==> src/rtl/regfile_read_arbiter.sv <==
// ----------------------------------------------------------------------------
// regfile_read_arbiter
//   Round-robin arbiter sharing one register-file read mux between NUM_REQ
//   requesters. One grant per cycle; the winner's address is registered onto
//   selector_o, and the mux output is captured one cycle later into
//   rd_data_o with a one-hot rd_valid_o.
//
// Ports
//   clk_i        clock, rising edge
//   rst_i        asynchronous active-high reset
//   req_i        [NUM_REQ]     per-requester level request
//   addr_i       [5*NUM_REQ]   packed addresses, requester i at [5i+4:5i]
//   read_data_i  [DATA_WIDTH]  shared mux output (combinational from selector_o)
//   selector_o   [5]           registered register select to the mux
//   grant_o      [NUM_REQ]     registered one-hot grant pulse
//   rd_valid_o   [NUM_REQ]     registered one-hot read-data valid pulse
//   rd_data_o    [DATA_WIDTH]  captured read data, holds between captures
// ----------------------------------------------------------------------------
module regfile_read_arbiter #(
    parameter int DATA_WIDTH = 32,
    parameter int NUM_REQ    = 4
) (
    input  logic                   clk_i,
    input  logic                   rst_i,
    input  logic [NUM_REQ-1:0]     req_i,
    input  logic [5*NUM_REQ-1:0]   addr_i,
    input  logic [DATA_WIDTH-1:0]  read_data_i,
    output logic [4:0]             selector_o,
    output logic [NUM_REQ-1:0]     grant_o,
    output logic [NUM_REQ-1:0]     rd_valid_o,
    output logic [DATA_WIDTH-1:0]  rd_data_o
);

    localparam int PTR_W = $clog2(NUM_REQ);

    logic [PTR_W-1:0]      last_q, last_d;
    logic [NUM_REQ-1:0]    grant_q, grant_d;
    logic [4:0]            sel_q, sel_d;
    logic [NUM_REQ-1:0]    rd_valid_q;
    logic [DATA_WIDTH-1:0] rd_data_q;

    logic [NUM_REQ-1:0]    eligible;
    logic [PTR_W-1:0]      cand_idx;
    logic [PTR_W-1:0]      win_idx;
    logic                  found;

    // Priority search: walk upward from last_q+1, wrapping, first eligible
    // index wins. A requester currently holding its grant pulse is masked so a
    // level request is treated as a fresh request only after the pulse.
    always_comb begin
        eligible = req_i & ~grant_q;
        found    = 1'b0;
        win_idx  = last_q;
        cand_idx = last_q;
        for (int k = 1; k <= NUM_REQ; k++) begin
            cand_idx = PTR_W'((int'(last_q) + k) % NUM_REQ);
            if (!found && eligible[cand_idx]) begin
                found   = 1'b1;
                win_idx = cand_idx;
            end
        end
    end

    always_comb begin
        grant_d = '0;
        sel_d   = sel_q;
        for (int i = 0; i < NUM_REQ; i++) begin
            if (found && (win_idx == PTR_W'(i))) begin
                grant_d[i] = 1'b1;
                sel_d      = addr_i[5*i +: 5];
            end
        end
        last_d = found ? win_idx : last_q;
    end

    // last_q resets to NUM_REQ-1 so requester 0 is searched first.
    always_ff @(posedge clk_i or posedge rst_i) begin
        if (rst_i) begin
            last_q     <= PTR_W'(NUM_REQ - 1);
            grant_q    <= '0;
            sel_q      <= '0;
            rd_valid_q <= '0;
            rd_data_q  <= '0;
        end else begin
            last_q     <= last_d;
            grant_q    <= grant_d;
            sel_q      <= sel_d;
            // The mux has had the whole grant cycle to settle on sel_q.
            rd_valid_q <= grant_q;
            if (|grant_q) begin
                rd_data_q <= read_data_i;
            end
        end
    end

    assign selector_o = sel_q;
    assign grant_o    = grant_q;
    assign rd_valid_o = rd_valid_q;
    assign rd_data_o  = rd_data_q;

endmodule
==> config.mk <==
export PLATFORM = sky130hd
export DESIGN_NAME = regfile_read_arbiter
export DESIGN_NICKNAME = d
export VERILOG_FILES = /design/src/rtl/regfile_read_arbiter.sv
export SDC_FILE = /design/constraint.sdc
export NUM_CORES = 1
export LEC_CHECK = 0
export CAP_MARGIN = 20
export CORE_ASPECT_RATIO = 1.1
export CORE_UTILIZATION = 44
export CTS_BUF_LIST = sky130_fd_sc_hd__clkbuf_4
export DETAILED_ROUTE_END_ITERATION = 12
export PLACE_DENSITY = 0.85
export SLEW_MARGIN = 30
export SYNTH_ARGS = -nofsm -noshare
export SYNTH_HDL_FRONTEND = slang
export SYNTH_SLANG_ARGS = --single-unit
==> constraint.sdc <==
create_clock -name clk_i -period 3.1 [get_ports clk_i]
set_input_delay 0.62 -clock clk_i [delete_from_list [all_inputs] [get_ports clk_i]]
set_output_delay 0.62 -clock clk_i [all_outputs]
set_load 0.1 [all_outputs]
# [Word level (Yosys, flattened, before mapping)]
# Index checks and enable logic that the tools add are counted.
# W data, S select, Z words.
[word_totals] reg_bits=47 latchBits=0 mem_bits_rw=0 mem_bits_ro=0 inputBits=58 output_inout_bits=45 word_cells=55 mem_count=0
[op_classes] add_sub_neg=4 multipliers=0 div_mod_pow=0 order_cmp=4 n_eq_ne=3 n_shift=0 n_mux=24 n_bitwise=2 n_reduce_logical=13
[ops] operator="$mux W5" n=4
[ops] operator="$lt A2 B3 Y1 const B" n=4
[ops] operator="$mux W1" n=12
[ops] operator="$bmux W1 S2" n=4
[ops] operator="$mux W2" n=4
[ops] operator="$logic_and A1 B1 Y1" n=7
[ops] operator="$add A2 B1 Y2 const B" n=2
[ops] operator="$add A2 B2 Y2 const B" n=2
[ops] operator="$and A4 B4 Y4" n=1
[ops] operator="$eq A2 B2 Y1 const B" n=2
[ops] operator="$not A4 Y4" n=1
[ops] operator="$reduce_bool A4 Y1" n=1
[ops] operator="$reduce_or A4 Y1" n=1
[ops] operator="$logic_not A1 Y1" n=3
[ops] operator="$eq A2 B1 Y1 const B" n=1
[ops] operator="$logic_not A2 Y1" n=1

# [Longest topological paths before layout]
# Gate-level depths: netlist (run 1).
[depth] ltp_word=20 mapped_depth=6 mapped_depth_nobuf=5

# [Worst setup path before layout (run 1)]
# Ideal clock, no wire load.
[synth_timing] kind="flip-flop to flip-flop" startpoint="register grant_q[3] (netlist: grant_o[3])" endpoint="register sel_q[0] (netlist: selector_o[0])" setup_ns=0.135 arrival_time_ns=2.079 t_required_ns=2.965 setup_slack_ns=0.886 stages_incl_launch_ff=6 n_path_buf=0 synth_period_minus_slack_ns=2.214 path_cell_list="dfrtp_1 -> nor2b_1 -> or2_1 -> a221o_1 -> a221oi_1 -> a211oi_2"
[synth_between] elab_chain_cells=19 word_cells_on_any_way=36 cone_classes="3 x eq/ne; 19 x mux; 2 x bitwise; 12 x reduce/logical"
[synth_lines] element="start: declaration" line="37" rtl="logic [NUM_REQ-1:0] grant_q, grant_d;"
[synth_lines] element="start signal: assignment" line="86" rtl="grant_q <= grant_d;"
[synth_lines] element="$not A4 Y4 *" line="51" rtl="eligible = req_i & ~grant_q;"
[synth_lines] element="$and A4 B4 Y4 *" line="51"
[synth_lines] element="$bmux W1 S2" line="57" rtl="if (!found && eligible[cand_idx]) begin"
[synth_lines] element="$mux W1 (implied by the code)" line="57"
[synth_lines] element="$mux W1" line="57"
[synth_lines] element="$logic_not A1 Y1" line="57"
[synth_lines] element="$logic_and A1 B1 Y1" line="57"
[synth_lines] element="$mux W1" line="57"
[synth_lines] element="$logic_not A1 Y1" line="57"
[synth_lines] element="$logic_and A1 B1 Y1" line="57"
[synth_lines] element="$mux W1" line="57"
[synth_lines] element="$logic_not A1 Y1" line="57"
[synth_lines] element="$logic_and A1 B1 Y1" line="57"
[synth_lines] element="$mux W2" line="57"
[synth_lines] element="$eq A2 B1 Y1" line="68" rtl="if (found && (win_idx == PTR_W'(i))) begin"
[synth_lines] element="$logic_and A1 B1 Y1" line="68"
[synth_lines] element="$mux W5 (3 in a row)" line="68"
[synth_lines] element="end signal: assignment" line="87" rtl="sel_q <= sel_d;"
[synth_lines] element="end: declaration" line="38" rtl="logic [4:0] sel_q, sel_d;"
# Every way passes the cells marked *; elsewhere a longest branch is shown, timed or not. The select of a mux whose other input is x is not followed.
# A chain may end at the register's enable or synchronous reset.

# [Final worst setup path (run 1)]
[layout_timing] startpoint="input port req_i[2]" endpoint="register sel_q[3] (netlist: selector_o[3])"
[layout_between] elab_chain_cells=18 word_cells_on_any_way=35 cone_classes="3 x eq/ne; 19 x mux; 1 x bitwise; 12 x reduce/logical"
[layout_lines] element="start: declaration" line="25" rtl="input logic [NUM_REQ-1:0] req_i,"
[layout_lines] element="$and A4 B4 Y4 *" line="51"
[layout_lines] element="$bmux W1 S2" line="57"
[layout_lines] element="$mux W1 (implied by the code)" line="57"
[layout_lines] element="$mux W1" line="57"
[layout_lines] element="$logic_not A1 Y1" line="57"
[layout_lines] element="$logic_and A1 B1 Y1" line="57"
[layout_lines] element="$mux W1" line="57"
[layout_lines] element="$logic_not A1 Y1" line="57"
[layout_lines] element="$logic_and A1 B1 Y1" line="57"
[layout_lines] element="$mux W1" line="57"
[layout_lines] element="$logic_not A1 Y1" line="57"
[layout_lines] element="$logic_and A1 B1 Y1" line="57"
[layout_lines] element="$mux W2" line="57"
[layout_lines] element="$eq A2 B1 Y1" line="68"
[layout_lines] element="$logic_and A1 B1 Y1" line="68"
[layout_lines] element="$mux W5 (3 in a row)" line="68"
# Marked as above.

==> impl_metrics.csv, run 1 <==
group,metric,value,unit
route,drc,0,
floorplan,die_y,72.6,um
clock_network,clock_latency,0.35,ns
sta,fmaxAchievable,0.486,GHz
route,first_pass_iters,4,
clock_network,cts_setup_buffers,0,
placement,dp.cells,295,
setup_path,max_stage_delay,0.43,ns
grt,grt_use_total,0.203,
setup_path,critical_path.startpoint,"req_i[2]",
setup_path,ff2ff_path_depth,5,
sta,slew_viol_final,0,
setup_path,path_class,"primary input to flop",
setup_path,r2r_start,"grant_o[1]$_DFF_PP0_",
clock_network,cts_root_buf,"clkbuf_4",
route,drt_iter0_drc,69,
setup_path,cp_slowest_cell,"clkdlybuf4s50_1",
final_layout,areaGrowthSynthToFinish,52.5,%
grt,grt_max_degree,48,
floorplan,initial_core_util,0.462,
synthesis,yosysSeqAreaShare,0.591,
placement,gp_congestion,0.866,
floorplan,coreArea,4320,um2
sta,worst_slew_pin_slew,0.779,ns
run,maxCapViolCount,0,
placement,dp_hpwl,3520,um
min_path,min_path_type,"flop to flop",
floorplan,rows,25,
grt,grt_overflow,0,
placement,port_buffers,102,
route,wl,4570,um
setup_path,setup.worst_path.start_class,"primary input",
clock_network,path_clk_slew,0.13,ns
setup_path,crit_buf_inv,1,
setup_path,cp.arrival,2.29,ns
sta,post-route-min-period,2.06,ns
setup_path,path_cells,"clkdlybuf4s50_1, nor2b_1, o311ai_1, nand3_1, a221oi_1, a211oi_2",
sta,fin_crit_sh,0.663,
setup_path,cp_max_fo,6,
clock_network,h-tree-depth,2,
floorplan,die_w,66.2,um
final_layout,antenna_cells,0,
min_path,hp-start,"rd_data_o[1]$_DFFE_PP0P_",
clock_network,cts_tree,"yes",
synthesis,synth-seq-cells,47,
synthesis,synth.distinct_cells,27,
synthesis,synth_cells,142,
sta,tns,0,ns
clock_network,clkSinkCount,47,
sta,setup_viol,0,
setup_path,path_delay_family,"compound AO/OA/AOI/OAI gates",
synthesis,mappedNetlistNets,200,
clock_network,ctsHoldBuffers,0,
sta,slew_headroom,0.480,
clock_network,cts_made_buffers,5,
sta,fin_skew,0.0111,ns
synthesis,postSynthAreaPerCell,14.1,um2
floorplan,die_area,4810,um2
placement,placed_area,2970,um2
final_layout,fin_area,3040,um2
final_layout,fin_cells,302,
grt,antenna_found_initial,0,
grt,grt_pass1_vias,1574,
floorplan,io_pins,103,
clock_network,cts.path.max_buffers,2,
route,wl_per_cell,15.1,um
run_status,run_status,"finished, final reports clean",
setup_path,r2r_end,"selector_o[3]$_DFFE_PP0P_",
sta,hold_violations,0,
synthesis,syn-cell-area,2000,um2
min_path,hold_path_end,"rd_data_o[1]$_DFFE_PP0P_",
setup_path,cp.required,3.34,ns
final_layout,fin_nets,306,
setup_path,r2r_slack,1.30,ns
grt,grt_first_pass_wirelength,7260,um
synthesis,yosysWarnings,0,
final_layout,layout-drive-gt1-share,0.347,
setup_path,crit_path_end_kind,"flop",
clock_network,cts.repair.resized,0,
route,vias,1524,
min_path,hold_depth,1,
sta,rsz0062_at_grt,"false",
route,viasPerCell,5.05,
route,postRouteAntennaNets,0,
sta,whs,0.508,ns
[synth_stat cells]
library cell	count	area, um2
or2_1	1	6.26
a221oi_1	5	43.8
a211oi_2	5	62.6
mux2_1	12	135
nor2b_1	4	25.0
nor3b_2	2	25.0
nand3_1	2	10.0
o21ai_4	1	16.3
o311ai_1	1	8.76
and3_1	1	6.26
o21ai_0	1	5.00
nor4_2	1	12.5
nor2b_4	1	13.8
or3_1	1	6.26
o21a_1	1	7.51
a211oi_1	2	15.0
nor2_1	10	37.5
inv_1	3	11.3
a221o_1	1	10.0
mux2_2	20	225
dfstp_2	2	52.6
buf_2	4	20.0
mux2i_1	5	50.1
and2_1	7	43.8
nand2b_1	2	12.5
nand2_1	2	7.51
dfrtp_1	45	1130
[metrics by stage]
step	util	setup WS, ns
after floorplan	-	0.886
after global placement	0.688	0.708
after detailed placement	0.688	0.685
after CTS	0.705	1.06
after global routing	0.705	0.928
final	0.705	1.04
[registers in the layout, summed over array words and instances, names as in the netlist]
name	flops
selector_o	5
rd_data_o	32
grant_o	4
last_q	2
rd_valid_o	4
[cells by family (layout without fill, tap and decap cells)]
kind of cell,Yosys count,count (layout),share of synthesized area
and+or+nand+nor,34,34,0.103
AOI/OAI and AO/OA,17,17,0.0846
muxes,37,37,0.206
DFF,47,47,0.591
buffers and inverters,7,113,0.0157
[how the worst max path moves through the flow]
stage / end / slack (ns) / depth (start not counted)
global placement: selector_o[3]$_DFFE_PP0P_ / 0.71 / 6
finish: selector_o[3]$_DFFE_PP0P_ / 1.04 / 6
floorplan: selector_o[0]$_DFFE_PP0P_ / 0.89 / 5
CTS: selector_o[3]$_DFFE_PP0P_ / 1.06 / 6
detailed placement: selector_o[0]$_DFFE_PP0P_ / 0.68 / 6
global route: selector_o[2]$_DFFE_PP0P_ / 0.93 / 6
[layer usage]
| metal | routed length, um | track usage | vias to the layer above |
|---|---|---|---|
| li1 | - | - | 726 |
| met2 | 2190 | 0.333 | 74 |
| met4 | 48 | 0.0638 | 0 |
| met1 | 1910 | 0.260 | 719 |
| met5 | 0 | 0 | - |
| met3 | 416 | 0.0578 | 5 |
[layout make-up]
type	instances	area, um2
fill	320	1270
clock inverter	1	30.0
multi-input combinational	88	795
timing repair buffer	103	916
inverter	3	12.5
tap	54	67.6
sequential	47	1180
clock buffer	6	45.0
[layout by cell type, fill, tap and decap left out, drive strengths merged]
| cell type | n |
|---|---|
| a211oi | 7 |
| a221o | 1 |
| a221oi | 5 |
| and2 | 7 |
| and3 | 1 |
| buf | 46 |
| bufinv | 1 |
| clkbuf | 6 |
| clkdlybuf4s50 | 57 |
| clkinv | 1 |
| dfrtp | 45 |
| dfstp | 2 |
| inv | 2 |
| mux2 | 32 |
| mux2i | 5 |
| nand2 | 2 |
| nand2b | 2 |
| nand3 | 2 |
| nor2 | 10 |
| nor2b | 5 |
| nor3b | 2 |
| nor4 | 1 |
| o21a | 1 |
| o21ai | 2 |
| o311ai | 1 |
| or2 | 1 |
| or3 | 1 |
Power of run 1 is not shown: default switching activity piles up to over one toggle a cycle in this logic, so the estimate is an artifact.
==> run 2: changes to the inputs <==
--- a/config.mk
+++ b/config.mk
@@ -7,10 +7,10 @@
 export LEC_CHECK = 0
 export CAP_MARGIN = 20
 export CORE_ASPECT_RATIO = 1.1
-export CORE_UTILIZATION = 44
+export CORE_UTILIZATION = 41
 export CTS_BUF_LIST = sky130_fd_sc_hd__clkbuf_4
 export DETAILED_ROUTE_END_ITERATION = 12
-export PLACE_DENSITY = 0.85
+export PLACE_DENSITY = 0.8
 export SLEW_MARGIN = 30
 export SYNTH_ARGS = -nofsm -noshare
 export SYNTH_HDL_FRONTEND = slang
==> constraint.sdc (replaced) <==
create_clock -name clk_i -period 1.95 [get_ports clk_i]
set_input_delay 0.39 -clock clk_i [delete_from_list [all_inputs] [get_ports clk_i]]
set_output_delay 0.39 -clock clk_i [all_outputs]
set_load 0.1 [all_outputs]
==> impl_metrics.csv, run 2 (synthesized netlist as in run 1, its figures left out) <==
group,metric,value,unit
final_layout,largest_reg_flops,32,
sta,fin_skew,0.00571,ns
setup_path,cp.required,2.20,ns
setup_path,path_cells,"clkdlybuf4s50_1, nor2b_1, nor2_1, or3_1, and3_1, and2_1",
setup_path,crit_path_end_kind,"flop",
clock_network,cts_tree,"yes",
grt,grt_pass1_vias,1614,
sta,hold_violations,0,
sta,rsz0062_at_grt,"false",
sta,fin_crit_sh,0.945,
final_layout,fin_area,3200,um2
setup_path,r2r_slack,0.15,ns
grt,grt_max_degree,33,
route,vias,1590,
route,drc,0,
floorplan,coreArea,4650,um2
min_path,min_path_type,"primary input to asynchronous set/reset pin",
placement,dp_hpwl,3660,um
grt,antenna_found_initial,0,
run,maxCapViolCount,0,
sta,fmaxAchievable,0.543,GHz
floorplan,rows,26,
final_layout,fin_util,0.689,
final_layout,antenna_cells,0,
setup_path,setup.worst_path.start_class,"primary input",
route,viasPerCell,5.08,
final_layout,fill_cells,347,
floorplan,io_pins,103,
route,wl_per_cell,15.0,um
route,first_pass_iters,4,
final_layout,layout-drive-gt1-share,0.393,
sta,post-route-min-period,1.84,ns
floorplan,die_area,5150,um2
clock_network,clkSinkCount,47,
floorplan,die_w,68.5,um
final_layout,fin_nets,314,
clock_network,cts_made_buffers,5,
grt,grt_overflow,0,
route,drt_iter0_drc,62,
route,wl,4690,um
clock_network,clock_latency,0.35,ns
setup_path,path_class,"primary input to flop",
sta,slew_headroom,0.700,
final_layout,areaGrowthSynthToFinish,60.6,%
placement,placed_area,3110,um2
placement,gp_congestion,0.887,
placement,port_buffers,102,
clock_network,path_clk_slew,0.13,ns
final_layout,final_common_cell,"clkdlybuf4s50_1",
floorplan,initial_core_util,0.429,
clock_network,h-tree-depth,2,
setup_path,ff2ff_path_depth,5,
floorplan,die_y,75.2,um
clock_network,cts_setup_buffers,0,
grt,grt_first_pass_wirelength,7290,um
grt,grt_use_total,0.195,
setup_path,cp.arrival,2.10,ns
setup_path,r2r_end,"grant_o[3]$_DFF_PP0_",
setup_path,cp_max_fo,7,
sta,worst_slew_pin_slew,0.447,ns
final_layout,final_cell_mix,"clkdlybuf4s50_1, buf_4, dfrtp_1",
setup_path,cp_slowest_cell,"clkdlybuf4s50_1",
run_status,run_status,"finished, final reports clean",
clock_network,cts.path.max_buffers,2,
sta,slew_viol_final,0,
clock_network,cts_root_buf,"clkbuf_4",
clock_network,ctsHoldBuffers,0,
sta,setup_viol,0,
setup_path,max_stage_delay,0.48,ns
route,postRouteAntennaNets,0,
setup_path,r2r_start,"grant_o[0]$_DFF_PP0_",
## run 2: worst max-delay path, delay by kind of cell
family	cells	cell delay, ns
buffers and inverters	1	0.48
and+or+nand+nor	5	1.23
## run 2: layer usage
metal / track usage / vias to the layer above / wire (um)
met3: 0.0682 / 4 / 477
met2: 0.339 / 85 / 2350
met5: 0 / - / 0
met1: 0.220 / 764 / 1820
met4: 0.0694 / 0 / 40
li1: - / 737 / -
## run 2: how the worst max path moves through the flow
stage	start	endpoint	slack, ns	depth (start not counted)
global placement	req_i[0]	selector_o[2]$_DFFE_PP0P_	-0.23	6
floorplan	grant_o[0]$_DFF_PP0_	selector_o[0]$_DFFE_PP0P_	0.06	5
global route	req_i[0]	selector_o[1]$_DFFE_PP0P_	0.02	6
finish	req_i[0]	grant_o[3]$_DFF_PP0_	0.11	6
CTS	req_i[2]	selector_o[2]$_DFFE_PP0P_	0.08	6
detailed placement	req_i[2]	selector_o[2]$_DFFE_PP0P_	-0.30	6
## run 2: final cells by class
cell class / count / area, um2 / share of cell area
Multi-Input combinational cell: 88 / 807 / 0.252
Clock buffer: 5 / 37.5 / 0.0117
Timing Repair Buffer: 111 / 1050 / 0.328
Inverter: 3 / 11.3 / 0.00351
Tap cell: 56 / 70.1 / 0.0219
Clock inverter: 3 / 43.8 / 0.0137
Sequential cell: 47 / 1180 / 0.369
## run 2: metrics by stage
stage	setup slack (ns)	TNS [ns]	hold slack, ns	std cells
2_1_floorplan	0.0564	0	0.522	142
3_3_place_gp	-0.234	-1.39	0.475	305
3_5_place_dp	-0.304	-1.74	0.482	305
4_1_cts	0.0846	0	0.309	313
5_1_grt	0.0190	0	0.309	313
6_report	0.108	0	0.315	313
## run 2: timing repair
action / in CTS / in global routing
gates resized for setup: 0 / 2
endpoints found under the setup margin: 0 / 4
endpoints found under the hold margin: 0 / 0
Power of run 2 is left out for the same reason.
==> run 3: changes to the inputs <==
--- a/config.mk
+++ b/config.mk
@@ -6,7 +6,6 @@
 export NUM_CORES = 1
 export LEC_CHECK = 0
 export CAP_MARGIN = 20
-export CORE_ASPECT_RATIO = 1.1
 export CORE_UTILIZATION = 41
 export CTS_BUF_LIST = sky130_fd_sc_hd__clkbuf_4
 export DETAILED_ROUTE_END_ITERATION = 12
==> impl_metrics.csv, run 3 (synthesized netlist as in run 1, its figures left out) <==
group,metric,value,unit
run_status,run_status,"finished, final reports clean",
floorplan,rows,25,
final_layout,final_common_cell,"clkdlybuf4s50_1",
clock_network,cts.path.max_buffers,2,
final_layout,fin_cells,310,
final_layout,fin_nets,314,
route,wl_per_cell,15.0,um
run,maxCapViolCount,0,
floorplan,die_y,71.8,um
sta,post-route-min-period,1.87,ns
final_layout,areaGrowthSynthToFinish,58.3,%
clock_network,h-tree-depth,2,
final_layout,layout-drive-gt1-share,0.383,
clock_network,path_clk_slew,0.13,ns
route,drt_iter0_drc,63,
route,postRouteAntennaNets,0,
final_layout,antenna_cells,0,
setup_path,ff2ff_path_depth,5,
grt,antenna_found_initial,0,
sta,worst_slew_pin_slew,0.419,ns
sta,slew_viol_final,0,
grt,grt_use_total,0.184,
clock_network,cts_setup_buffers,0,
floorplan,io_pins,103,
route,viasPerCell,5.06,
sta,fmaxAchievable,0.536,GHz
grt,grt_pass1_vias,1563,
route,first_pass_iters,6,
setup_path,critical_path.startpoint,"req_i[0]",
setup_path,crit_path_end_kind,"flop",
sta,hold_violations,0,
route,wl,4660,um
placement,gp_congestion,0.945,
floorplan,die_area,5150,um2
placement,port_buffers,102,
grt,grt_first_pass_wirelength,7320,um
floorplan,coreArea,4690,um2
setup_path,path_class,"primary input to flop",
floorplan,die_w,71.8,um
sta,fin_ws,0.0838,ns
clock_network,cts_root_buf,"clkbuf_4",
route,drc,0,
clock_network,cts_made_buffers,5,
setup_path,cp.required,2.17,ns
setup_path,cp.arrival,2.09,ns
route,vias,1570,
sta,fin_crit_sh,0.957,
grt,grt_max_degree,35,
sta,fin_skew,0.00681,ns
grt,grt_overflow,0,
final_layout,fill_cells,360,
min_path,min_path_type,"primary input to asynchronous set/reset pin",
placement,dp_hpwl,3680,um
final_layout,final_cell_mix,"clkdlybuf4s50_1, buf_4, dfrtp_1",
setup_path,setup.worst_path.start_class,"primary input",
clock_network,clkSinkCount,47,
placement,dp.cells,303,
sta,setup_viol,0,
setup_path,cp_max_fo,6,
sta,slew_headroom,0.719,
final_layout,largest_reg_flops,32,
floorplan,initial_core_util,0.425,
clock_network,clock_latency,0.34,ns
placement,pre_cts_slack,-0.270,ns
setup_path,r2r_start,"grant_o[0]$_DFF_PP0_",
clock_network,cts_tree,"yes",
sta,tns,0,ns
==> run 3: routing by layer <==
layer / global-route usage / wire, um / vias up
met3: 0.0591 / 436 / 4
li1: - / - / 735
met5: 0 / 0 / -
met4: 0.0501 / 34 / 0
met1: 0.239 / 2060 / 737
met2: 0.298 / 2130 / 94
==> run 3: final timing paths <==
path | slack (ns) | end
min in group clk_i | 0.50 | rd_valid_o[0]$_DFF_PP0_
setup reg to reg | 0.16 | selector_o[3]$_DFFE_PP0P_
setup / recovery | 0.08 | selector_o[3]$_DFFE_PP0P_
hold reg to reg | 0.50 | rd_valid_o[0]$_DFF_PP0_
hold / removal | 0.31 | rd_valid_o[3]$_DFF_PP0_
max in group asynchronous | 1.17 | rd_data_o[4]$_DFFE_PP0P_
==> run 3: worst max-delay path, cell delays in order <==
cell and delay, ns:
clkdlybuf4s50_1 0.42, nor2b_1 0.17, o311ai_1 0.42, nand3_2 0.21, a221oi_1 0.40, a211oi_2 0.08
==> run 3: what timing repair did <==
item,CTS,global route
endpoints found under the setup margin,0,5
hold endpoints to repair,0,0
hold buffers,0,0
resized for setup,0,1
==> run 3: metrics by stage <==
stage	instance area, um2	utilization	hold WS (ns)
3_5_place_dp	3110	0.662	0.478
4_1_cts	3150	0.672	0.299
5_1_grt	3160	0.673	0.325
2_1_floorplan	2000	-	0.522
6_report	3160	0.673	0.310
3_3_place_gp	3110	0.662	0.476
==> run 3: layout make-up <==
| type | instances | area (um2) | area share |
|---|---|---|---|
| flip-flops and latches | 47 | 1180 | 0.375 |
| well taps | 54 | 67.6 | 0.0214 |
| repair buffers | 111 | 1050 | 0.333 |
| multi-input cells | 88 | 800 | 0.253 |
| inverters | 3 | 11.3 | 0.00356 |
| clock buffers | 5 | 37.5 | 0.0119 |
| clock inverters | 2 | 8.76 | 0.00277 |
Power of run 3 is left out for the same reason.
